File: config.mk
export PLATFORM = sky130hd
export DESIGN_NAME = alu_arbiter_flat
export DESIGN_NICKNAME = d
export VERILOG_FILES = /design/src/rtl/alu_pkg.sv /design/src/rtl/alu_arbiter_if.sv /design/src/rtl/alu.sv /design/src/rtl/alu_arbiter.sv /design/src/flat_wrapper.sv
export SDC_FILE = /design/constraint.sdc
export NUM_CORES = 1
export LEC_CHECK = 0
export BUFFER_PORTS_ARGS = -buffer_cell sky130_fd_sc_hd__buf_2
export CELL_PAD_IN_SITES_DETAIL_PLACEMENT = 0
export CELL_PAD_IN_SITES_GLOBAL_PLACEMENT = 1
export CORE_MARGIN = 2
export CORE_UTILIZATION = 35
export CTS_CLUSTER_SIZE = 25
export DETAILED_ROUTE_END_ITERATION = 16
export PLACE_DENSITY = 0.74
export SLEW_MARGIN = 20
export SYNTH_ARGS = -nofsm -noshare
export SYNTH_HDL_FRONTEND = slang
export SYNTH_HIERARCHICAL = 1
export SYNTH_SLANG_ARGS = --single-unit
export TNS_END_PERCENT = 100
File: constraint.sdc
create_clock -name clk -period 3.5 [get_ports clk]
set_clock_uncertainty 0.15 [all_clocks]
set_input_delay 1.05 -clock clk [delete_from_list [all_inputs] [get_ports clk]]
set_output_delay 1.05 -clock clk [all_outputs]
set_load 0.005 [all_outputs]
File: src/rtl/alu_pkg.sv
// rtl/alu_pkg.sv - shared ALU control codes, FSM state encoding and requester-id width
package alu_pkg;

    localparam logic [3:0] CTRL_AND = 4'b0000;
    localparam logic [3:0] CTRL_OR  = 4'b0001;
    localparam logic [3:0] CTRL_ADD = 4'b0010;
    localparam logic [3:0] CTRL_SUB = 4'b0110;
    localparam logic [3:0] CTRL_SLT = 4'b0111;
    localparam logic [3:0] CTRL_NOR = 4'b1100;

    localparam int ID_W = 1;

    typedef logic [1:0] state_t;
    localparam state_t ST_IDLE = 2'd0;
    localparam state_t ST_EXEC = 2'd1;
    localparam state_t ST_RESP = 2'd2;

endpackage

File: src/rtl/alu_arbiter_if.sv
// rtl/alu_arbiter_if.sv - two-requester ALU request/response bundle
interface alu_arbiter_if;
    import alu_pkg::*;

    logic            req0_valid;
    logic            req1_valid;
    logic            req0_ready;
    logic            req1_ready;
    logic [31:0]     req0_src1;
    logic [31:0]     req0_src2;
    logic [31:0]     req1_src1;
    logic [31:0]     req1_src2;
    logic [3:0]      req0_ctrl;
    logic [3:0]      req1_ctrl;
    logic            rsp_valid;
    logic            rsp_ready;
    logic [ID_W-1:0] rsp_id;
    logic [31:0]     rsp_result;
    logic            rsp_zero;
    logic            rsp_cout;
    logic            rsp_overflow;
    logic            rsp_err;

    modport master (
        output req0_valid, req1_valid, req0_src1, req0_src2, req1_src1, req1_src2,
               req0_ctrl, req1_ctrl, rsp_ready,
        input  req0_ready, req1_ready, rsp_valid, rsp_id, rsp_result,
               rsp_zero, rsp_cout, rsp_overflow, rsp_err
    );

    modport slave (
        input  req0_valid, req1_valid, req0_src1, req0_src2, req1_src1, req1_src2,
               req0_ctrl, req1_ctrl, rsp_ready,
        output req0_ready, req1_ready, rsp_valid, rsp_id, rsp_result,
               rsp_zero, rsp_cout, rsp_overflow, rsp_err
    );

endinterface

File: src/rtl/alu.sv
// rtl/alu.sv - combinational 32-bit ALU with carry/overflow flags and illegal-code error
module alu
    import alu_pkg::*;
(
    input  logic        rst_n,
    input  logic [31:0] src1_i,
    input  logic [31:0] src2_i,
    input  logic [3:0]  ctrl_i,
    output logic [31:0] result_o,
    output logic        zero_o,
    output logic        cout_o,
    output logic        overflow_o,
    output logic        err_o
);

    logic [32:0] add_w;
    logic [32:0] sub_w;

    // Subtraction as a + ~b + 1 so cout is the "no borrow" carry
    assign add_w = {1'b0, src1_i} + {1'b0, src2_i};
    assign sub_w = {1'b0, src1_i} + {1'b0, ~src2_i} + 33'd1;

    // Operation select; unsupported codes and reset force an all-zero result
    always_comb begin
        result_o   = '0;
        cout_o     = 1'b0;
        overflow_o = 1'b0;
        err_o      = 1'b0;
        case (ctrl_i)
            CTRL_AND: result_o = src1_i & src2_i;
            CTRL_OR:  result_o = src1_i | src2_i;
            CTRL_NOR: result_o = ~(src1_i | src2_i);
            CTRL_SLT: result_o = {31'd0, $signed(src1_i) < $signed(src2_i)};
            CTRL_ADD: begin
                result_o   = add_w[31:0];
                cout_o     = add_w[32];
                overflow_o = (src1_i[31] == src2_i[31]) && (add_w[31] != src1_i[31]);
            end
            CTRL_SUB: begin
                result_o   = sub_w[31:0];
                cout_o     = sub_w[32];
                overflow_o = (src1_i[31] != src2_i[31]) && (sub_w[31] != src1_i[31]);
            end
            default:  err_o = 1'b1;
        endcase
        if (!rst_n) begin
            result_o   = '0;
            cout_o     = 1'b0;
            overflow_o = 1'b0;
            err_o      = 1'b0;
        end
    end

    assign zero_o = rst_n && !err_o && (result_o == 32'd0);

endmodule

File: src/rtl/alu_arbiter.sv
// rtl/alu_arbiter.sv - round-robin sharing of one ALU between two requesters
module alu_arbiter
    import alu_pkg::*;
(
    input  logic         clk,
    input  logic         rst_n,
    alu_arbiter_if.slave bus
);

    state_t          state_q, state_d;
    logic [ID_W-1:0] last_q;
    logic [ID_W-1:0] gnt_id;
    logic [ID_W-1:0] id_q;
    logic [31:0]     src1_q, src2_q;
    logic [3:0]      ctrl_q;
    logic            accept;

    logic [ID_W-1:0] rsp_id_q;
    logic [31:0]     rsp_result_q;
    logic            rsp_zero_q, rsp_cout_q, rsp_overflow_q, rsp_err_q;

    logic [31:0]     alu_result;
    logic            alu_zero, alu_cout, alu_overflow, alu_err;

    // Round-robin pick: a tie goes to the requester not granted last time
    always_comb begin
        gnt_id = '0;
        if (bus.req0_valid && bus.req1_valid) begin
            gnt_id = ~last_q;
        end else if (bus.req1_valid) begin
            gnt_id = ID_W'(1);
        end
        accept = rst_n && (state_q == ST_IDLE) && (bus.req0_valid || bus.req1_valid);
    end

    assign bus.req0_ready = accept && (gnt_id == ID_W'(0));
    assign bus.req1_ready = accept && (gnt_id == ID_W'(1));

    // Next-state logic for the IDLE -> EXEC -> RESP cycle
    always_comb begin
        state_d = state_q;
        case (state_q)
            ST_IDLE: if (accept) state_d = ST_EXEC;
            ST_EXEC: state_d = ST_RESP;
            ST_RESP: if (bus.rsp_ready) state_d = ST_IDLE;
            default: state_d = ST_IDLE;
        endcase
    end

    alu u_alu (
        .rst_n      (rst_n),
        .src1_i     (src1_q),
        .src2_i     (src2_q),
        .ctrl_i     (ctrl_q),
        .result_o   (alu_result),
        .zero_o     (alu_zero),
        .cout_o     (alu_cout),
        .overflow_o (alu_overflow),
        .err_o      (alu_err)
    );

    // State, grant history, operand latch on accept and response capture in EXEC
    always_ff @(posedge clk or negedge rst_n) begin
        if (!rst_n) begin
            state_q        <= ST_IDLE;
            last_q         <= ID_W'(1);
            id_q           <= '0;
            src1_q         <= '0;
            src2_q         <= '0;
            ctrl_q         <= '0;
            rsp_id_q       <= '0;
            rsp_result_q   <= '0;
            rsp_zero_q     <= 1'b0;
            rsp_cout_q     <= 1'b0;
            rsp_overflow_q <= 1'b0;
            rsp_err_q      <= 1'b0;
        end else begin
            state_q <= state_d;
            if (accept) begin
                last_q <= gnt_id;
                id_q   <= gnt_id;
                src1_q <= (gnt_id == ID_W'(1)) ? bus.req1_src1 : bus.req0_src1;
                src2_q <= (gnt_id == ID_W'(1)) ? bus.req1_src2 : bus.req0_src2;
                ctrl_q <= (gnt_id == ID_W'(1)) ? bus.req1_ctrl : bus.req0_ctrl;
            end
            if (state_q == ST_EXEC) begin
                rsp_id_q       <= id_q;
                rsp_result_q   <= alu_result;
                rsp_zero_q     <= alu_zero;
                rsp_cout_q     <= alu_cout;
                rsp_overflow_q <= alu_overflow;
                rsp_err_q      <= alu_err;
            end
        end
    end

    assign bus.rsp_valid    = (state_q == ST_RESP);
    assign bus.rsp_id       = rsp_id_q;
    assign bus.rsp_result   = rsp_result_q;
    assign bus.rsp_zero     = rsp_zero_q;
    assign bus.rsp_cout     = rsp_cout_q;
    assign bus.rsp_overflow = rsp_overflow_q;
    assign bus.rsp_err      = rsp_err_q;

endmodule

File: src/flat_wrapper.sv
// flat-port wrapper written by rule: the top's interface ports become plain ports
module alu_arbiter_flat import alu_pkg::*;
  (clk, rst_n, bus_req0_valid, bus_req1_valid, bus_req0_src1, bus_req0_src2, bus_req1_src1, bus_req1_src2, bus_req0_ctrl, bus_req1_ctrl, bus_rsp_ready, bus_req0_ready, bus_req1_ready, bus_rsp_valid, bus_rsp_id, bus_rsp_result, bus_rsp_zero, bus_rsp_cout, bus_rsp_overflow, bus_rsp_err);
  alu_arbiter_if bus_i ();
  input  logic clk;
  input  logic rst_n;
  input wire logic [$bits(bus_i.req0_valid)-1:0] bus_req0_valid;
  input wire logic [$bits(bus_i.req1_valid)-1:0] bus_req1_valid;
  input wire logic [$bits(bus_i.req0_src1)-1:0] bus_req0_src1;
  input wire logic [$bits(bus_i.req0_src2)-1:0] bus_req0_src2;
  input wire logic [$bits(bus_i.req1_src1)-1:0] bus_req1_src1;
  input wire logic [$bits(bus_i.req1_src2)-1:0] bus_req1_src2;
  input wire logic [$bits(bus_i.req0_ctrl)-1:0] bus_req0_ctrl;
  input wire logic [$bits(bus_i.req1_ctrl)-1:0] bus_req1_ctrl;
  input wire logic [$bits(bus_i.rsp_ready)-1:0] bus_rsp_ready;
  output wire logic [$bits(bus_i.req0_ready)-1:0] bus_req0_ready;
  output wire logic [$bits(bus_i.req1_ready)-1:0] bus_req1_ready;
  output wire logic [$bits(bus_i.rsp_valid)-1:0] bus_rsp_valid;
  output wire logic [$bits(bus_i.rsp_id)-1:0] bus_rsp_id;
  output wire logic [$bits(bus_i.rsp_result)-1:0] bus_rsp_result;
  output wire logic [$bits(bus_i.rsp_zero)-1:0] bus_rsp_zero;
  output wire logic [$bits(bus_i.rsp_cout)-1:0] bus_rsp_cout;
  output wire logic [$bits(bus_i.rsp_overflow)-1:0] bus_rsp_overflow;
  output wire logic [$bits(bus_i.rsp_err)-1:0] bus_rsp_err;
  assign bus_i.req0_valid = bus_req0_valid;
  assign bus_i.req1_valid = bus_req1_valid;
  assign bus_i.req0_src1 = bus_req0_src1;
  assign bus_i.req0_src2 = bus_req0_src2;
  assign bus_i.req1_src1 = bus_req1_src1;
  assign bus_i.req1_src2 = bus_req1_src2;
  assign bus_i.req0_ctrl = bus_req0_ctrl;
  assign bus_i.req1_ctrl = bus_req1_ctrl;
  assign bus_i.rsp_ready = bus_rsp_ready;
  assign bus_req0_ready = bus_i.req0_ready;
  assign bus_req1_ready = bus_i.req1_ready;
  assign bus_rsp_valid = bus_i.rsp_valid;
  assign bus_rsp_id = bus_i.rsp_id;
  assign bus_rsp_result = bus_i.rsp_result;
  assign bus_rsp_zero = bus_i.rsp_zero;
  assign bus_rsp_cout = bus_i.rsp_cout;
  assign bus_rsp_overflow = bus_i.rsp_overflow;
  assign bus_rsp_err = bus_i.rsp_err;
  alu_arbiter u_core (.clk(clk), .rst_n(rst_n), .bus(bus_i));
endmodule
==> results.md <==
- CP top delay family: simple AND/OR/NAND/NOR gates
- CP max stage delay: 520 ps
- Critical path peak fanout: 3
- Detailed-route wire length per cell: 20.0 um
- Hold path start: u_core/id_q
- Int Pwr: 0.00970 W
- Net Switching: 0.00873 W
- Antenna-violating nets left: 0
- Synth area leaders: dfrtp_1 (25%), ha_1 (13%), a221o_1 (7.8%)
- RR Startpoint: u_core/src2_q[0]
- Slew Limit Fails: 0
- Max-slew headroom: 28.5%
- Setup crit end kind: flip-flop
- Peak supply drop: 400 uV
- Flop pwr share: 11.9%
- H-tree Lvls: 3
- Clock latency on the worst-skew pair: 380 ps
- Gr ovfl total: 0
- Hold Path Depth: 1
- Buffers on Ports: 180
- Flop-to-flop setup slack: -560 ps
- Final WS setup: -559 ps
- Post-Place Setup Slack: -772 ps
- Clock-pin slew on the worst setup and hold paths: 80 ps
- Top FF cell, synth: dfrtp_1
- CP Depth: 17
- Layout cell share with drive strength beyond 1: 42.8%
- Starting Density: 35.8%
- Sw frac: 47.4%
- Largest area contributor in the netlist: dfrtp_1
- Root buf cell: clkbuf_16
- Worst Setup SP: u_core/src2_q[0]
- Reg2reg path depth: 17
- Final wirelength: 43,800 um
- Syn_area_per_cell: 8.15 um2
- CTS tree: built
- Synth unique cells: 84
- Cell repeated most along the worst path: nand4_1
- Commonest non-fill, non-tap cell in the layout: buf_4
- Slowest CP cell: fa_2
- Sequential area share after synthesis: 25.6%
- EDFF count, synth: 0
- First-pass GRT wire length: 66,400 um
- Crit path buf inv count: 3
- Hold Fails Final Rpt: 0
- Mapped Area: 0.0107 mm2
- CTS max path bufs: 2
- Placer Congestion: 0.958
- Number of diodes: 0
- Worst endpoint data arrival time: 4210 ps
- Yosys top cell area share: 25.4%
- HPWL Detailed: 35,200 um
- Clock Sinks: 109
- DIE HEIGHT: 179 um
- # IOs: 181
- Post-synth ARST share: 100%
- Fin cells: 2,189
- Combinational Power Share: 81.6%
- Synth Register Bits: 109
- Syn nets: 1,558
- Period minus WS final: 4060 ps
- Routed vias/inst: 5.56
- Max Cap Violations: 0
- # rows: 63
- P_leak: 7.58 nW
- Crit path cell chain: ha_2 > inv_2 > fa_2 > mux2_1 > o32ai_1 > a221oi_2 > nand4_1 > a211oi_2 > buf_4 > nand4_1 > nor4_2 > buf_4 > nand4_1 > or4_1 > a311o_1 > nor4_2 > mux2_4
- CP Launch Type: flip-flop
- Setup violators final: 8
- Vias in the first global route: 11,600
- Core Area: 0.0298 mm2
- YS warnings: 6
- DRC: 0
- RSZ-0062 raised after global routing: true
- Final nets: 2,044
- Worst-Margin Slew: 1070 ps
- Inst Count DP: 2,146
- Crit path required time: 3660 ps
- F_max: 246 MHz
- Drt first pass iters: 5
- Die X-Extent: 179 um
- Syn-to-layout area delta: 47.6%
- Number of buffers created by CTS: 9
- Clk pwr share: 6.5%
- Final worst path period share: 116%
- Most frequent cells in the layout: buf_4 (370), buf_2 (179), nand2_1 (115)
- Tot GR Track Use: 27.1%
- Iteration-0 DRC Markers: 1,096
- Largest net degree at the start of global routing: 71
- Failing checks: negative setup slack
- Initial antenna violation count: 0
- Worst min path class: flip-flop to flip-flop
- Power Density: 1170 mW/mm2
- CP Class: flip-flop to flip-flop
- Routed via count: 12,200
- Post-Synthesis Cells: 1,308
- Die area: 0.0319 mm2
- Outcome: finished, violations left
==> metal layers <==
layer | GRT usage [%] | vias up | part of all wire (%)
li1 | - | 5816 | -
met1 | 42.7 | 5855 | 51
met2 | 38.8 | 470 | 41
met3 | 3.90 | 22 | 6.9
met4 | 4.57 | 0 | 0.79
met5 | 0 | - | 0
==> state kept, by name, indices dropped and copies added, names as in the netlist, 2 cells and up <==
signal                 count
u_core/bus.rsp_result     32
u_core/ctrl_q              4
u_core/src1_q             32
u_core/src2_q             32
u_core/state_q             2
==> layout make-up <==
type | count | area [um2]
Fill cell | 2911 | 14100
Multi-Input combinational cell | 999 | 7840
Timing Repair Buffer | 571 | 3960
Sequential cell | 109 | 2730
Tap cell | 390 | 488
Inverter | 104 | 392
Clock buffer | 11 | 243
Clock inverter | 5 | 88.8
==> power groups by stage <==
| stage | clock, W | combinational, W | sequential (W) |
|---|---|---|---|
| 2_1_floorplan | 0 | 0.00655 | 0.00220 |
| 3_3_place_gp | 0 | 0.0132 | 0.00218 |
| 3_5_place_dp | 0 | 0.0132 | 0.00220 |
| 4_1_cts | 0.00124 | 0.0140 | 0.00217 |
| 5_1_grt | 0.00128 | 0.0161 | 0.00226 |
| 6_report | 0.00121 | 0.0150 | 0.00218 |
==> worst paths after layout <==
path / to
min reg2reg: u_core/id_q
max: u_core/bus.rsp_zero
max in group asynchronous: u_core/src2_q[31]
min: u_core/id_q
min in group asynchronous: u_core/src2_q[1]
max reg2reg: u_core/bus.rsp_zero
==> cell usage after synthesis (6+ instances only) <==
cell and number:
nand2b_1 9, buf_1 7, nor2b_1 9, o211ai_1 12, nor4_1 7, o21ai_0 40, and3_1 9, o311ai_0 8
clkbuf_1 53, o21a_1 9, o221ai_1 10, nor2_1 108, inv_1 103, a22oi_1 6, o31ai_1 20, a211o_1 6
a21oi_1 82, o22ai_1 8, a21o_1 13, ha_1 107, buf_2 33, a31oi_1 17, and2_1 13, a221oi_1 17
a211oi_1 11, dfrtp_1 108, nand2_1 117, nor3_2 10, mux2i_1 7, nand4_1 15, o21bai_1 8, a221o_1 83
nor3_1 87, nand3_1 24, mux2_2 38
==> stage by stage <==
| step | TNS, ps | total power, W | hold WS, ps | utilization (%) | area (um2) |
|---|---|---|---|---|---|
| 6_report | -1540 | 0.0184 | 334 | 52.8 | 15700 |
| 5_1_grt | -2410 | 0.0197 | 348 | 52.8 | 15700 |
| 4_1_cts | -1410 | 0.0174 | 336 | 51.3 | 15300 |
| 3_5_place_dp | -3690 | 0.0154 | 319 | 48.7 | 14500 |
| 3_3_place_gp | -3050 | 0.0154 | 308 | 48.7 | 14500 |
| 2_1_floorplan | -216 | 0.00876 | 296 | - | 10700 |
==> cells by family after synthesis <==
logic type / share of synthesized area, %
buffers and inverters: 7.61
flip-flops: 25.6
XOR/XNOR: 0.411
adder cells (fa/ha/maj): 12.9
AND/OR/NAND/NOR: 20.0
AO/OA/AOI/OAI: 28.4
multiplexers: 5.09
==> what timing repair did <==
item / 4_1_cts / 5_1_grt
setup endpoints to repair: 11 / 14
gates resized for setup: 70 / 81
endpoints found under the hold margin: 0 / 0
hold buffers: 0 / 0
buffers inserted: 15 / 13
pin swaps: 33 / 29
Note: power is estimated with default switching activity, not from simulation.
